--- config.mk ---
export PLATFORM = sky130hd
export DESIGN_NAME = mem_stage_hs
export DESIGN_NICKNAME = d
export VERILOG_FILES = /design/src/rtl/mem_stage_hs.sv
export SDC_FILE = /design/constraint.sdc
export NUM_CORES = 1
export LEC_CHECK = 0
export CELL_PAD_IN_SITES_DETAIL_PLACEMENT = 0
export CELL_PAD_IN_SITES_GLOBAL_PLACEMENT = 1
export CORE_UTILIZATION = 32
export CTS_CLUSTER_DIAMETER = 120
export DETAILED_ROUTE_END_ITERATION = 12
export GPL_TIMING_DRIVEN = 0
export PLACE_DENSITY_LB_ADDON = 0.1
export SLEW_MARGIN = 20
export SYNTH_ARGS = -nofsm -noshare
export SYNTH_HDL_FRONTEND = slang
export SYNTH_SLANG_ARGS = --single-unit
--- constraint.sdc ---
create_clock -name clk -period 2.3 [get_ports clk]
set_input_delay 0.575 -clock clk [delete_from_list [all_inputs] [get_ports clk]]
set_output_delay 0.575 -clock clk [all_outputs]
set_load 0.03 [all_outputs]
--- src/rtl/mem_stage_hs.sv ---
// Single-entry memory stage with valid/ready handshakes on both sides.
// Loads and stores are issued to a simple req/ack memory port with a bounded
// wait; timeouts raise a sticky error. Delayed-branch condition and NZV flag
// outputs travel with the held entry.
module mem_stage_hs #(
    parameter int unsigned DW       = 16,
    parameter int unsigned AW       = 9,
    parameter int unsigned CW       = 22,
    parameter int unsigned TW       = 6,
    parameter int unsigned MAX_WAIT = 15   // must be >= 1
) (
    input  logic          clk,
    input  logic          rst,

    input  logic          in_valid,
    output logic          in_ready,
    input  logic [CW-1:0] control_in,
    input  logic [TW-1:0] inst_type_in,
    input  logic [DW-1:0] result_in,
    input  logic [DW-1:0] data_Rd_in,
    input  logic          hb_Rm_in,
    input  logic          hb_Rn_in,
    input  logic [DW-1:0] delayed_B_in,
    input  logic [2:0]    delayed_cond_in,
    input  logic          N_in,
    input  logic          V_in,
    input  logic          Z_in,
    input  logic          squash_in,

    output logic          out_valid,
    input  logic          out_ready,
    output logic [CW-1:0] control_out,
    output logic [TW-1:0] inst_type_out,
    output logic [DW-1:0] result_out,
    output logic          N_out,
    output logic          Z_out,
    output logic          V_out,
    output logic          do_delayed_B,
    output logic [DW-1:0] delayed_B_out,

    output logic          mem_req,
    output logic          mem_we,
    output logic [AW-1:0] mem_addr,
    output logic [DW-1:0] mem_wdata,
    input  logic [DW-1:0] mem_rdata,
    input  logic          mem_ack,
    output logic          mem_err
);

    localparam logic [1:0] StEmpty = 2'd0;
    localparam logic [1:0] StIssue = 2'd1;
    localparam logic [1:0] StDone  = 2'd2;

    localparam logic [2:0] CondNv = 3'd0;
    localparam logic [2:0] CondAl = 3'd1;
    localparam logic [2:0] CondEq = 3'd2;
    localparam logic [2:0] CondNe = 3'd3;
    localparam logic [2:0] CondLt = 3'd4;
    localparam logic [2:0] CondLe = 3'd5;
    localparam logic [2:0] CondGt = 3'd6;
    localparam logic [2:0] CondGe = 3'd7;

    localparam int unsigned WW = $clog2(MAX_WAIT + 1);
    // Value of the wait counter in the last cycle before a timeout.
    localparam logic [WW-1:0] WaitLast = WW'(MAX_WAIT - 1);

    logic [1:0]    state_q, state_d;
    logic [WW-1:0] wait_q, wait_d;
    logic          err_q, err_d;
    logic [CW-1:0] control_q, control_d;
    logic [TW-1:0] inst_q, inst_d;
    logic [DW-1:0] result_q, result_d;
    logic [DW-1:0] data_rd_q, data_rd_d;
    logic [DW-1:0] dly_b_q, dly_b_d;
    logic [2:0]    cond_q, cond_d;
    // Layout: {hb_Rm, hb_Rn, result}
    logic [DW+1:0] flag_q, flag_d;

    logic accept;
    logic is_mem_in;
    logic cond_true;
    logic lt;
    logic flag_msb;

    assign in_ready  = (state_q == StEmpty) || ((state_q == StDone) && out_ready);
    assign accept    = in_valid && in_ready;
    assign is_mem_in = inst_type_in[0] || inst_type_in[1];

    // Next-state: FSM progression, then an accepted entry overrides everything.
    always_comb begin
        state_d   = state_q;
        wait_d    = wait_q;
        err_d     = err_q;
        control_d = control_q;
        inst_d    = inst_q;
        result_d  = result_q;
        data_rd_d = data_rd_q;
        dly_b_d   = dly_b_q;
        cond_d    = cond_q;
        flag_d    = flag_q;

        case (state_q)
            StEmpty: ;
            StIssue: begin
                if (squash_in) begin
                    state_d = StEmpty;
                end else if (mem_ack) begin
                    state_d = StDone;
                    if (inst_q[0] && !inst_q[1]) begin
                        result_d = mem_rdata;
                    end
                end else begin
                    wait_d = wait_q + 1'b1;
                    if (wait_q == WaitLast) begin
                        err_d   = 1'b1;
                        state_d = StDone;
                    end
                end
            end
            StDone: begin
                if (squash_in || out_ready) begin
                    state_d = StEmpty;
                end
            end
            default: state_d = StEmpty;
        endcase

        if (accept) begin
            control_d = control_in;
            inst_d    = inst_type_in;
            result_d  = result_in;
            data_rd_d = data_Rd_in;
            dly_b_d   = delayed_B_in;
            cond_d    = delayed_cond_in;
            wait_d    = '0;
            if (control_in[8]) begin
                flag_d = {hb_Rm_in, hb_Rn_in, result_in};
            end
            // A squash only kills entries headed for the memory port.
            if (is_mem_in) begin
                state_d = squash_in ? StEmpty : StIssue;
            end else begin
                state_d = StDone;
            end
        end
    end

    // State and captured-entry registers.
    always_ff @(posedge clk or negedge rst) begin
        if (!rst) begin
            state_q   <= StEmpty;
            wait_q    <= '0;
            err_q     <= 1'b0;
            control_q <= '0;
            inst_q    <= '0;
            result_q  <= '0;
            data_rd_q <= '0;
            dly_b_q   <= '0;
            cond_q    <= CondNv;
            flag_q    <= '0;
        end else begin
            state_q   <= state_d;
            wait_q    <= wait_d;
            err_q     <= err_d;
            control_q <= control_d;
            inst_q    <= inst_d;
            result_q  <= result_d;
            data_rd_q <= data_rd_d;
            dly_b_q   <= dly_b_d;
            cond_q    <= cond_d;
            flag_q    <= flag_d;
        end
    end

    // Branch condition from the held code and the forwarded flags.
    always_comb begin
        lt        = N_in ^ V_in;
        cond_true = 1'b0;
        case (cond_q)
            CondNv:  cond_true = 1'b0;
            CondAl:  cond_true = 1'b1;
            CondEq:  cond_true = Z_in;
            CondNe:  cond_true = ~Z_in;
            CondLt:  cond_true = lt;
            CondLe:  cond_true = lt | Z_in;
            CondGt:  cond_true = ~(lt | Z_in);
            CondGe:  cond_true = ~lt;
            default: cond_true = 1'b0;
        endcase
    end

    // Output decode from the held entry.
    always_comb begin
        out_valid     = (state_q == StDone);
        // Squash blanks the request in the same cycle, not only from the next one.
        mem_req       = (state_q == StIssue) && !squash_in;
        mem_we        = mem_req && inst_q[1];
        mem_addr      = result_q[AW-1:0];
        mem_wdata     = data_rd_q;
        mem_err       = err_q;
        control_out   = control_q;
        inst_type_out = inst_q;
        result_out    = result_q;
        do_delayed_B  = out_valid && cond_true;
        delayed_B_out = (inst_q[3] || inst_q[4]) ? data_rd_q : dly_b_q;
        flag_msb      = flag_q[DW-1];
        N_out         = flag_msb;
        Z_out         = (flag_q[DW-1:0] == '0);
        // Overflow patterns over {hb_Rn, hb_Rm, result MSB}: 011 or 100.
        V_out         = (~flag_q[DW] & flag_q[DW+1] & flag_msb) |
                        (flag_q[DW] & ~flag_q[DW+1] & ~flag_msb);
    end

endmodule

# Word level (Yosys, flattened, before mapping)
# Cells that the tools add are included.
[classes]
bitwise_logic = 15
eq_ne = 15
muxes = 19
n_reduce_logical = 23
addsub = 1
[ops]
columns = ["op", "n"]
rows = [
  ["$mux W16", 6],
  ["$logic_not A16 Y1", 1],
  ["$mux W4", 4],
  ["$eq A3 B3 Y1 const B", 4],
  ["$mux W2", 6],
  ["$not A1 Y1", 8],
  ["$pmux W1 S8", 1],
  ["$reduce_and A4 Y1", 2],
  ["$eq A3 B2 Y1 const B", 2],
  ["$logic_and A1 B1 Y1", 6],
  ["$pmux W2 S3", 1],
  ["$reduce_and A3 Y1", 2],
  ["$reduce_bool A2 Y1", 3],
  ["$ne A5 B5 Y1 const B", 1],
  ["$add A4 B1 Y4 const B", 1],
  ["$and A1 B1 Y1", 4],
  ["$eq A4 B4 Y1 const B", 1],
  ["$logic_or A1 B1 Y1", 4],
  ["$ne A2 B1 Y1 const B", 2],
  ["$eq A3 B1 Y1 const B", 1],
  ["$logic_not A3 Y1", 1],
  ["$ne A3 B1 Y1 const B", 1],
  ["$eq A2 B1 Y1 const B", 1],
  ["$eq A2 B2 Y1 const B", 1],
  ["other kinds (7)", 9],
]
[word_totals]
in_bits = 106
register_bits = 104
out_inout_bits = 94
wordCells = 83

# Depth between registers and ports, before layout
[logic_depth]
ltp_word = 7
ltp_mapped = 6
mapped_depth_nobuf = 5

# Worst setup path after synthesis
# OpenSTA, ideal clock, no wires.
[synth_timing]
path_kind = "input-to-output"
from = "input squash_in"
to = "output mem_we"
arrival_time_ps = 1690
path_buffers = 2
cell_stages = 5
path_slack_ps = 35
t_required_ps = 1725
path_cell_list = "or3b_1 buf_2 inv_2 buf_4 and2_1"
[synth_between]
elab_chain_cells = 3
[synth_rtl]
columns = ["item", "line_no", "text"]
rows = [
  ["from (decl)", "28", "input logic squash_in,"],
  ["$logic_not A1 Y1", "196", "mem_req = (state_q == StIssue) && !squash_in;"],
  ["$logic_and A1 B1 Y1", "196", ""],
  ["via mem_req", "41", "output logic mem_req,"],
  ["$logic_and A1 B1 Y1", "197", "mem_we = mem_req && inst_q[1];"],
  ["to (decl)", "42", "output logic mem_we,"],
]
# The timed path passes the listed nets, and every way through them passes these cells.

# Worst setup path after layout
[layout_timing]
from = "register inst_q[4] (netlist: inst_type_out[4])"
to = "output delayed_B_out[14]"
[layout_between]
elab_chain_cells = 2
[layout_rtl]
columns = ["item", "line_no", "text"]
rows = [
  ["from (decl)", "71", "logic [TW-1:0] inst_q, inst_d;"],
  ["from (signal assigned)", "166", "inst_q <= inst_d;"],
  ["$logic_or A1 B1 Y1", "205", "delayed_B_out = (inst_q[3] || inst_q[4]) ? data_rd_q : dly_b_q;"],
  ["$mux W16", "205", ""],
  ["to (decl)", "39", "output logic [DW-1:0] delayed_B_out,"],
]
# No other way between the ends.

==> flow_metrics.env <==
export IMPL_synth_nets=464
export IMPL_cp_max_fo=6
export IMPL_clkPwrFrac_pct=25.6
export IMPL_finalSetupViolations=0
export IMPL_ys_warn_count=0
export IMPL_grt_max_degree=61
export IMPL_ctsHoldBuffers=0
export IMPL_layout_commonest_cell="clkdlybuf4s50_1"
export IMPL_firstDrtPassIters=4
export IMPL_ys_types=41
export IMPL_reg2reg_slack_ps=300
export IMPL_cp_start_kind="register"
export IMPL_htreeDepth=3
export IMPL_drive_gt1_share_pct=29.6
export IMPL_final_cell_area_um2=7330
export IMPL_pwr_share_seq_pct=38.1
export IMPL_placed_area_um2=6840
export IMPL_io_buffers=199
export IMPL_track_usage_pct=17.4
export IMPL_cts_sinks=104
export IMPL_reg2reg_to="dly_b_q[3]"
export IMPL_clock_tree_root_cell="clkbuf_16"
export IMPL_clkTransAtPathRegs_ps=70
export IMPL_maxCapViolCount=0
export IMPL_fin_tns_setup_ps=0
export IMPL_start_util_pct=32.9
export IMPL_synth_area_um2=4590
export IMPL_ys_ff_latch=104
export IMPL_place_gp_congestion=0.822
export IMPL_internal_power_mw=4.16
export IMPL_areaGrowthSynthToFinish_pct=59.6
export IMPL_syn_inst=356
export IMPL_numCtsBuffers=9
export IMPL_drcViolationCount=0
export IMPL_ant_nets=0
export IMPL_grt_pass1_vias=3900
export IMPL_avgSynthCellArea_um2=12.9
export IMPL_worstSetupEndpointType="primary output"
export IMPL_dieArea_um2=14800
export IMPL_viasPerCell=4.84
export IMPL_layout_min_cycle_time_ps=2240
export IMPL_switching_share_pct=32.7
export IMPL_vias=3697
export IMPL_ys_seq_area_share_pct=56.7
export IMPL_tritoncts="done"
export IMPL_ir_drop_v=0.000476
export IMPL_antenna_cells=0
export IMPL_die_w_um=122
export IMPL_tightest_slew_ps=515
export IMPL_nets=687
export IMPL_grt_pass1_wl_um=19700
export IMPL_cts_max_path_buffers=2
export IMPL_dp_hpwl_um=9180
export IMPL_maxSlewViolCount=0
export IMPL_clkLatencyLatePin_ps=350
export IMPL_powerDensity_nw_per_um2=843
export IMPL_layout_common_cells="clkdlybuf4s50_1, dfrtp_1, mux2_2"
export IMPL_reg2reg_depth=6
export IMPL_drtIter0Drc=187
export IMPL_worst_setup_path_type="reg -> out"
export IMPL_antenna_found_initial=0
export IMPL_max_freq_mhz=446
export IMPL_required_ps=1730
export IMPL_p_leak_nw=3.03
export IMPL_p_sw_mw=2.02
export IMPL_worst_slew_margin_rel_pct=65.7
export IMPL_die_y_um=122
export IMPL_p_comb_share_pct=36.2
export IMPL_status="complete, no violations"
export IMPL_wl_um=12600
export IMPL_core_region_area_um2=13900
export IMPL_row_count=43
export IMPL_hold_path_class="in -> async"
export IMPL_post_drt_wl_per_cell_um=16.5
export IMPL_grt_overflow=0
export IMPL_fin_crit_sh_pct=97.5
export IMPL_skew_ps=9.32
export IMPL_hold_violations=0
export IMPL_critPathArrivalTime_ps=1670
export IMPL_rsz0062_at_grt="false"
export IMPL_rr_startpoint="state_q[0]"
export IMPL_io_pins=200
-- cell usage after synthesis --
cell type | instances | area [um2]
nand3b_1 | 1 | 7.51
or2b_1 | 2 | 15.0
buf_4 | 10 | 75.1
nor2_1 | 6 | 22.5
o22a_1 | 1 | 8.76
inv_1 | 3 | 11.3
buf_2 | 10 | 50.1
mux2_1 | 8 | 90.1
inv_2 | 1 | 3.75
and2_1 | 1 | 6.26
o21bai_1 | 1 | 7.51
and4_1 | 1 | 8.76
and2b_1 | 2 | 15.0
nand3_2 | 1 | 10.0
a21oi_1 | 4 | 20.0
or3b_2 | 1 | 8.76
dfrtp_1 | 104 | 2600
mux2_2 | 88 | 991
and3b_1 | 2 | 17.5
nor4_1 | 4 | 25.0
nand2b_1 | 1 | 6.26
a31o_2 | 1 | 8.76
or4b_1 | 1 | 10.0
o21ai_0 | 22 | 110
a21boi_0 | 1 | 7.51
clkbuf_1 | 9 | 33.8
nand2_1 | 5 | 18.8
nor4b_1 | 1 | 8.76
or3b_1 | 1 | 8.76
a31oi_1 | 16 | 100
or3_1 | 2 | 12.5
and3_1 | 1 | 6.26
o211a_1 | 1 | 10.0
ha_1 | 2 | 25.0
mux2i_1 | 2 | 20.0
nand3_1 | 18 | 90.1
o31ai_1 | 1 | 7.51
nor3_1 | 16 | 80.1
nor2b_1 | 1 | 6.26
o211ai_1 | 2 | 15.0
xnor2_1 | 1 | 8.76
-- stage by stage --
| step | std cells | hold slack, ps | power [mW] | setup WS, ps | utilization (%) |
|---|---|---|---|---|---|
| floorplan | 356 | 279 | 3.56 | 34.5 | - |
| global placement | 735 | 466 | 4.53 | -3560 | 48.9 |
| detailed placement | 736 | 467 | 4.56 | -1100 | 49.1 |
| CTS | 757 | 163 | 6.18 | -112 | 52.1 |
| global route | 764 | 174 | 6.48 | 1.40 | 52.6 |
| finish | 764 | 147 | 6.18 | 57.6 | 52.6 |
-- final cells by class --
class | count | area (um2)
fillers | 1254 | 6610
clock inverters | 4 | 52.6
repair buffers | 213 | 2130
flip-flops and latches | 104 | 2610
well taps | 180 | 225
plain buffers | 28 | 181
clock buffers | 12 | 256
multi-input cells | 219 | 1860
inverters | 4 | 17.5
-- registers in the layout, summed over array words and instances (netlist names), 2 cells and up --
name           flops
state_q            2
flag_q            18
cond_q             3
control_out       22
mem_wdata         16
dly_b_q           16
result_out        16
inst_type_out      6
wait_q             4
-- worst max-delay path, cell delays in order, from the launching register on --
cell and delay [ps]:
dfrtp_1 420, nor2_4 140, buf_12 130, clkbuf_16 140, mux2_2 330, buf_4 170
-- worst max path at each step --
stage,from,to,slack [ps],cells past startpoint
global placement,rst,mem_wdata[11],-3560,1
detailed placement,squash_in,mem_we,-1100,7
floorplan,squash_in,mem_we,30,5
finish,inst_type_out[4],delayed_B_out[14],60,5
CTS,inst_type_out[3],delayed_B_out[13],-110,4
global route,inst_type_out[4],delayed_B_out[3],1,6
-- metal layers --
metal / share of wire (%) / wire length (um) / vias to the layer above / track usage [%]
li1: - / - / 1740 / -
met1: 42 / 5350 / 1807 / 21.0
met2: 47 / 5970 / 133 / 28.0
met3: 8.6 / 1090 / 17 / 6.37
met4: 1.6 / 206 / 0 / 6.87
met5: 0 / 0 / - / 0
-- cell families (layout without fill, tap and decap cells) --
group | Yosys count | count (layout) | synth area share, %
DFF | 104 | 104 | 56.7
muxes | 98 | 98 | 24.0
and+or+nand+nor | 68 | 68 | 8.37
AOI/OAI and AO/OA | 50 | 50 | 6.43
buffers and inverters | 33 | 261 | 3.79
adders and majority gates | 2 | 2 | 0.545
xor gates and xnor gates | 1 | 1 | 0.191
-- power groups by stage --
| stage | Clock, mW | Combinational (mW) | Sequential [mW] |
|---|---|---|---|
| global route | 1.70 | 2.37 | 2.40 |
| finish | 1.58 | 2.24 | 2.36 |
| floorplan | 0 | 0.840 | 2.72 |
| CTS | 1.64 | 2.19 | 2.35 |
| global placement | 0 | 2.16 | 2.36 |
| detailed placement | 0 | 2.18 | 2.38 |
-- what timing repair did --
item | in CTS | in global routing
setup buffers | 5 | 7
pin swaps | 2 | 1
resized for setup | 99 | 63
endpoints found under the setup margin | 22 | 79
gates cloned | 0 | 1
(Power assumes the default switching activity.)
